--- config.mk ---
export PLATFORM = sky130hd
export DESIGN_NAME = rst_source
export DESIGN_NICKNAME = d
export VERILOG_FILES = /design/src/rtl/rst_source.sv
export SDC_FILE = /design/constraint.sdc
export NUM_CORES = 1
export LEC_CHECK = 0
export CAP_MARGIN = 20
export CORE_MARGIN = 3
export CORE_UTILIZATION = 45
export DETAILED_ROUTE_END_ITERATION = 16
export HOLD_SLACK_MARGIN = 0.08
export PLACE_DENSITY = 0.66
export SLEW_MARGIN = 10
export SYNTH_ARGS = -nofsm -noshare
export SYNTH_HDL_FRONTEND = slang
export SYNTH_SLANG_ARGS = --single-unit
--- constraint.sdc ---
create_clock -name clk -period 4 [get_ports clk]
set_clock_uncertainty 0.2 [all_clocks]
set_input_delay 0.6 -clock clk [delete_from_list [all_inputs] [get_ports clk]]
set_output_delay 0.6 -clock clk [all_outputs]
set_load 0.01 [all_outputs]
--- src/rtl/rst_source.sv ---
// rst_source: always-on reset request generator.
// Merges power-on, a debounced external button, a software request and an
// internal watchdog into one stretched, registered active-low reset, and
// keeps a sticky record of which source caused the last reset. Only rst_ib
// resets this block, so the cause record survives the resets it generates.
//
// state | meaning
// ------+------------------------------------------------------------------
// HOLD  | rst_ob low; hold timer counts down the minimum reset window
// RUN   | rst_ob high; any request returns to HOLD with a fresh window
module rst_source #(
    parameter int DEBOUNCE_CYCLES = 16,
    parameter int HOLD_CYCLES     = 32,
    parameter int WDT_WIDTH       = 16
) (
    input  logic                 clk,
    input  logic                 rst_ib,
    input  logic                 btn_ib,
    input  logic                 sw_rst_req,
    input  logic                 wdt_en,
    input  logic                 wdt_kick,
    input  logic [WDT_WIDTH-1:0] wdt_limit,
    input  logic                 cause_clr,
    output logic                 rst_ob,
    output logic [3:0]           cause
);

    localparam int DB_W   = (DEBOUNCE_CYCLES > 2) ? $clog2(DEBOUNCE_CYCLES) : 1;
    localparam int HOLD_W = (HOLD_CYCLES > 1) ? $clog2(HOLD_CYCLES) : 1;

    // Timers load (N-1) and fire when they reach zero, so a window of N
    // cycles is measured with a single terminal-count compare.
    localparam logic [DB_W-1:0]   DB_LOAD   = DB_W'(DEBOUNCE_CYCLES - 1);
    localparam logic [HOLD_W-1:0] HOLD_LOAD = HOLD_W'(HOLD_CYCLES - 1);

    typedef enum logic {
        ST_HOLD = 1'b0,
        ST_RUN  = 1'b1
    } state_t;

    logic                 r_btn_meta;
    logic                 r_btn_sync;
    logic                 r_btn_db;
    logic [DB_W-1:0]      r_db_cnt;

    logic [WDT_WIDTH-1:0] r_wdt_cnt;
    logic                 w_wdt_active;
    logic                 w_wdt_expire;

    state_t               r_state;
    state_t               w_state_nxt;
    logic [HOLD_W-1:0]    r_hold_cnt;
    logic [HOLD_W-1:0]    w_hold_nxt;
    logic                 r_rst_ob;

    logic                 w_btn_req;
    logic                 w_req;
    logic [3:0]           w_cause_set;
    logic [3:0]           r_cause;

    // Two-flop synchronizer for the asynchronous, active-low button.
    always_ff @(posedge clk or negedge rst_ib) begin
        if (!rst_ib) begin
            r_btn_meta <= 1'b1;
            r_btn_sync <= 1'b1;
        end else begin
            r_btn_meta <= btn_ib;
            r_btn_sync <= r_btn_meta;
        end
    end

    // Debouncer: a new level is accepted only after it has been stable for
    // DEBOUNCE_CYCLES consecutive synced cycles; any return to the current
    // level restarts the window.
    always_ff @(posedge clk or negedge rst_ib) begin
        if (!rst_ib) begin
            r_btn_db <= 1'b1;
            r_db_cnt <= DB_LOAD;
        end else if (r_btn_sync == r_btn_db) begin
            r_db_cnt <= DB_LOAD;
        end else if (r_db_cnt == '0) begin
            r_btn_db <= r_btn_sync;
            r_db_cnt <= DB_LOAD;
        end else begin
            r_db_cnt <= r_db_cnt - DB_W'(1);
        end
    end

    // The watchdog compares against the live limit, so it counts up; a
    // limit of zero or a cleared enable parks it at zero.
    assign w_wdt_active = wdt_en && (wdt_limit != '0);
    assign w_wdt_expire = (r_state == ST_RUN) && w_wdt_active && !wdt_kick
                          && (r_wdt_cnt == wdt_limit);

    // Watchdog counter: runs only in RUN; a kick wins over expiry.
    always_ff @(posedge clk or negedge rst_ib) begin
        if (!rst_ib) begin
            r_wdt_cnt <= '0;
        end else if ((r_state == ST_HOLD) || !w_wdt_active || wdt_kick) begin
            r_wdt_cnt <= '0;
        end else begin
            r_wdt_cnt <= r_wdt_cnt + WDT_WIDTH'(1);
        end
    end

    // A held-low button keeps the request asserted for as long as it is held.
    assign w_btn_req = !r_btn_db;
    assign w_req     = w_btn_req || sw_rst_req || w_wdt_expire;

    // State register; rst_ob is registered from the next state so it moves
    // on the same edge as the FSM and never glitches.
    always_ff @(posedge clk or negedge rst_ib) begin
        if (!rst_ib) begin
            r_state    <= ST_HOLD;
            r_hold_cnt <= HOLD_LOAD;
            r_rst_ob   <= 1'b0;
        end else begin
            r_state    <= w_state_nxt;
            r_hold_cnt <= w_hold_nxt;
            r_rst_ob   <= (w_state_nxt == ST_RUN);
        end
    end

    // Next state: any request in HOLD restarts the full hold window.
    always_comb begin
        w_state_nxt = r_state;
        w_hold_nxt  = r_hold_cnt;
        case (r_state)
            ST_HOLD: begin
                if (w_req) begin
                    w_hold_nxt = HOLD_LOAD;
                end else if (r_hold_cnt == '0) begin
                    w_state_nxt = ST_RUN;
                end else begin
                    w_hold_nxt = r_hold_cnt - HOLD_W'(1);
                end
            end
            ST_RUN: begin
                if (w_req) begin
                    w_state_nxt = ST_HOLD;
                    w_hold_nxt  = HOLD_LOAD;
                end
            end
        endcase
    end

    // Sticky cause flags {wdt, sw, btn, por}; a set beats a clear on the
    // same edge, and por is only ever set by rst_ib.
    assign w_cause_set = {w_wdt_expire, sw_rst_req, w_btn_req, 1'b0};

    always_ff @(posedge clk or negedge rst_ib) begin
        if (!rst_ib) begin
            r_cause <= 4'b0001;
        end else begin
            r_cause <= w_cause_set | (r_cause & {4{!cause_clr}});
        end
    end

    assign rst_ob = r_rst_ob;
    assign cause  = r_cause;

endmodule
After elaboration in Yosys (flattened, before gate mapping):

Cells that the tools add are included.

* input bits: 23
* register bits after elaboration: 33
* logic and storage cells: 47

* reductions and logical operators: 17
* equality and inequality tests: 4
* muxes and demuxes: 11
* add/sub/neg operators: 3
* bitwise gates (word level): 4

Operators with widths (number)
* 16-bit by 1-bit adder with 16-bit output (second input constant): 1
* 16-bit == test: 1
* 16-bit two-way mux: 1
* 16-bit nonzero test: 1
* 5-bit two-way mux: 3
* 5-bit one-hot mux with 2 select lines: 1
* 4-bit two-way mux: 2
* 5-bit logical NOT: 1
* 5-bit by 1-bit subtractor with 5-bit output (second input constant): 1
* 4-bit bitwise AND: 1
* 1-bit logical AND: 4
* 1-bit logical NOT: 4
* 4-bit logical NOT: 1
* 1-bit logical OR: 4
* 4-bit bitwise OR: 1
* 2-bit AND reduction: 2
* 4-bit by 1-bit subtractor with 4-bit output (second input constant): 1
* 1-bit two-way mux: 3
* 3-bit != test (second input constant): 1
* 2-bit by 1-bit != test with 1-bit output (second input constant): 1
* 1-bit NOT: 2
* 1-bit one-hot mux with 2 select lines: 1
* 1-bit == test: 1

Logic depth before layout (Yosys ltp):

* word-level depth: 8
* mapped depth: 6
* depth with buffers taken out: 6

Worst setup path before layout:

No wires, ideal clock.

* path kind: register -> register
* start point: register r_hold_cnt[0]
* end point: register r_hold_cnt[4]
* cell stages (with the launch flop): 7
* data required time: 3.727 ns
* period minus slack after synthesis: 1.832 ns
* data arrival time: 1.560 ns
* slack: 2.168 ns
* path through: dfstp_2 -> inv_1 -> ha_1 -> nor4b_4 -> or4_1 -> and3_1 -> o21ai_2

* cells in the longest elaborated chain, start to end: 4
* elaborated cells between the ends (all ways): 7
* classes of those cells: add/sub: 1; eq/ne: 1; mux: 3; reduce/logical: 2

RTL lines
* start: declaration: RTL line 52 `logic [HOLD_W-1:0] r_hold_cnt;`
* start signal: assignment: RTL line 119 `r_hold_cnt <= w_hold_nxt;`
* 5-bit by 1-bit subtractor with 5-bit output: RTL line 135 `w_hold_nxt = r_hold_cnt - HOLD_W'(1);`
* 5-bit two-way mux: RTL line 132 `end else if (r_hold_cnt == '0) begin`
* 5-bit two-way mux: RTL line 130 `if (w_req) begin`
* 5-bit one-hot mux with 2 select lines: RTL line 128 `case (r_state)`

Several ways; a longest one is shown, not always the timed one. The select of a mux whose other input is x is not followed.
A chain may end at the register's enable or synchronous reset.

Worst setup path in the final report:

* start point: input port wdt_limit[0]
* end point: register r_hold_cnt[1]

* cells in the longest elaborated chain, start to end: 8
* elaborated cells between the ends (all ways): 12
* classes of those cells: eq/ne: 3; mux: 2; reduce/logical: 7

RTL lines
* start: declaration: RTL line 22 `input logic [WDT_WIDTH-1:0] wdt_limit,`
* 16-bit nonzero test: RTL line 91 `assign w_wdt_active = wdt_en && (wdt_limit != '0);`
* 1-bit logical AND: RTL line 91
* 1-bit logical AND (2 in a row): RTL line 92 `assign w_wdt_expire = (r_state == ST_RUN) && w_wdt_active && !wdt_kick`
* 1-bit logical AND (*): RTL line 93 `&& (r_wdt_cnt == wdt_limit);`
* 1-bit logical OR (*): RTL line 108 `assign w_req = w_btn_req || sw_rst_req || w_wdt_expire;`
* 5-bit two-way mux, or another cell as far along: RTL line 130
* 5-bit one-hot mux with 2 select lines / 2-bit AND reduction (equally long branches)

Every way passes the cells marked *; elsewhere a longest branch is shown, timed or not.

==> impl_metrics.toml <==
[sta]
finalCritPeriodShare_pct = 64.4
rsz0062_at_grt = "false"
worstMarginPinSlew_ns = 0.991
final.setup.tns_ns = 0
max_freq_mhz = 388
period_needed_ns = 2.58
drv_slew = 0
timing_hold_violations_final = 0
slew-limit-headroom_pct = 33.6
setup_violations = 0

[clock_network]
hold_buffers = 0
cts.sinks = 33
clk_pin_slew_worst_paths_ns = 0.07
clk_latency_ns = 0.28
postCtsSetupRepairBufs = 0
cts_buffers = 5
clk_path_buf_depth = 2
root_buffer = "clkbuf_8"
ctsResizeCount = 0
cts_tree = "done"
cts_htree_levels = 2

[min_path]
hp-start = "r_btn_meta"
min-delay-path-class = "flop to flop"

[yosys]
syn_inst = 176
postSynth.asyncResetShare_pct = 100
synth_top_area_cell = "dfrtp_1"
synth.ff_latch_count = 33
ys.flop_type = "dfrtp_1"
yosysWarnings = 0
syn_area_per_cell_sq_um = 10.0
ys_top_cells_by_area = "dfrtp_1 28%, dfstp_2 19%, xor2_1 9.9%, xnor2_1 6.4%, nor4_1 4.6%"
synth.distinct_cells = 37
synth_top_area_share_pct = 28.3
synth_edf_count = 0
syn-cell-area_sq_um = 1770
synth_common_cells = "20 x dfrtp_1, 20 x nor2_1, 20 x xor2_1"
syn-num-nets = 203
seq_area_frac_synth_pct = 47.7

[global_routing]
grt_max_degree = 24
overflow = 0
first_global_vias = 1460
grt_antenna_before_repair = 0
grt_usage_pct = 17.9
grt_first_pass_wirelength_mm = 6.35

[drt]
drt_iter0_markers = 71
drt-total-wl_mm = 3.86
route.detailed.drc = 0
wl_per_cell_um = 15.1
drt_pass1_iterations = 4
vias = 1388
drtAntennaViolNets = 0
via_per_inst = 5.42

[floorplan]
std_cell_rows = 22
start_util_pct = 47.5
core-area_sq_um = 3720
die_area_sq_um = 4710
die_w_um = 68.7
io_pins = 28
die_y_um = 68.7

[worst_setup_path]
cp_max_fo = 23
cp_data_required_time_ns = 3.97
cp-end-kind = "flop"
start_kind = "input port"
worstReg2RegStart = "rst_ob"
path_class = "input port to flop"
crit_start = "wdt_limit[0]"
arrival_ns = 2.55

[job]
maxCapViolations = 0

[finish]
fin_util_pct = 60.0
area_growth_pct = 26.3
drive_above_1_share_pct = 13.9
nets = 234
n_fill_cell = 326
antenna_cells = 0

[placement]
port_buffers = 27
hpwl_mm = 2.84
gp_congestion = 0.854

[pwr]
leakagePower_nw = 0.954
max-vdd-ir-drop_uv = 206
powerDensity_nw_per_um2 = 324

[outcome]
status = "complete, no violations"
==> kinds of logic after synthesis <==
| logic type | synth area share (%) |
|---|---|
| buf+inv | 4.18 |
| flops | 47.7 |
| mux | 0.637 |
| compound gates | 6.23 |
| fa+ha+maj | 2.83 |
| xor+xnor | 16.4 |
| simple gates | 22.1 |
==> worst max-delay path, stage by stage <==
cell	delay (ns)
clkdlybuf4s50_1	0.43
nor4_1	0.42
nand4_1	0.15
nand4b_1	0.73
o21ai_0	0.21
==> through the flow <==
step           hold WS, ns  cells  total power [mW]  setup WS, ns  cell area, sq um
2_1_floorplan        0.104    176             0.363          2.17              1770
3_3_place_gp         0.147    247             0.400          1.14              2080
3_5_place_dp         0.153    247             0.402          1.13              2080
4_1_cts              0.164    255             0.725          1.42              2200
5_1_grt              0.170    256             0.748          1.24              2230
6_report             0.161    256             0.723          1.42              2230
==> flip-flops by register name, indices dropped and copies added (netlist names) <==
name,cells
cause,4
r_btn_db,1
r_btn_meta,1
r_btn_sync,1
r_db_cnt,4
r_hold_cnt,5
r_wdt_cnt,16
rst_ob,1
==> placed cells by master, fill, tap and decap left out, drive strengths merged, types with 2 or more instances in the layout <==
| cell type | Yosys | layout |
|---|---|---|
| clkdlybuf4s50 | 0 | 27 |
| xor2 | 20 | 20 |
| nor2 | 20 | 20 |
| dfrtp | 20 | 20 |
| xnor2 | 13 | 13 |
| nor4 | 13 | 13 |
| dfstp | 13 | 13 |
| inv | 12 | 12 |
| o21ai | 9 | 9 |
| nand3 | 7 | 7 |
| nor3 | 7 | 7 |
| nand2 | 6 | 6 |
| clkbuf | 3 | 6 |
| nand4 | 5 | 5 |
| ha | 4 | 4 |
| and3 | 3 | 3 |
| buf | 3 | 3 |
| o21a | 2 | 2 |
| nor4b | 2 | 2 |
==> metal layers <==
metal	up-vias	wire length, um	GRT usage (%)
met5	-	0	0
met4	0	39	6.20
met3	7	192	4.86
met2	31	1980	29.4
met1	681	1650	22.4
li1	669	-	-
==> final timing paths <==
check,end,slack [ns],cells past startpoint
worst min register to register,r_btn_sync,0.16,0
min in group asynchronous,r_wdt_cnt[5],0.39,1
max in group asynchronous,r_db_cnt[3],2.55,3
worst max-delay path,r_hold_cnt[1],1.42,5
worst min-delay path,r_btn_sync,0.16,0
worst max register to register,r_hold_cnt[3],1.84,2
==> layout make-up <==
| cell class | count | area [sq um] | area share, % |
|---|---|---|---|
| clock buffer | 6 | 82.6 | 3.70 |
| sequential | 33 | 842 | 37.7 |
| timing repair buffer | 30 | 313 | 14.0 |
| inverter | 12 | 45.0 | 2.02 |
| clock inverter | 2 | 37.5 | 1.68 |
| multi-input combinational | 125 | 851 | 38.1 |
| tap | 48 | 60.1 | 2.69 |
==> report_power, final <==
group	internal, mW	switching [mW]	total [mW]
logic	0.0323	0.0232	0.0555
registers	0.341	0.00335	0.344
clock network	0.202	0.121	0.323
Note: power is estimated with default switching activity, not from simulation.
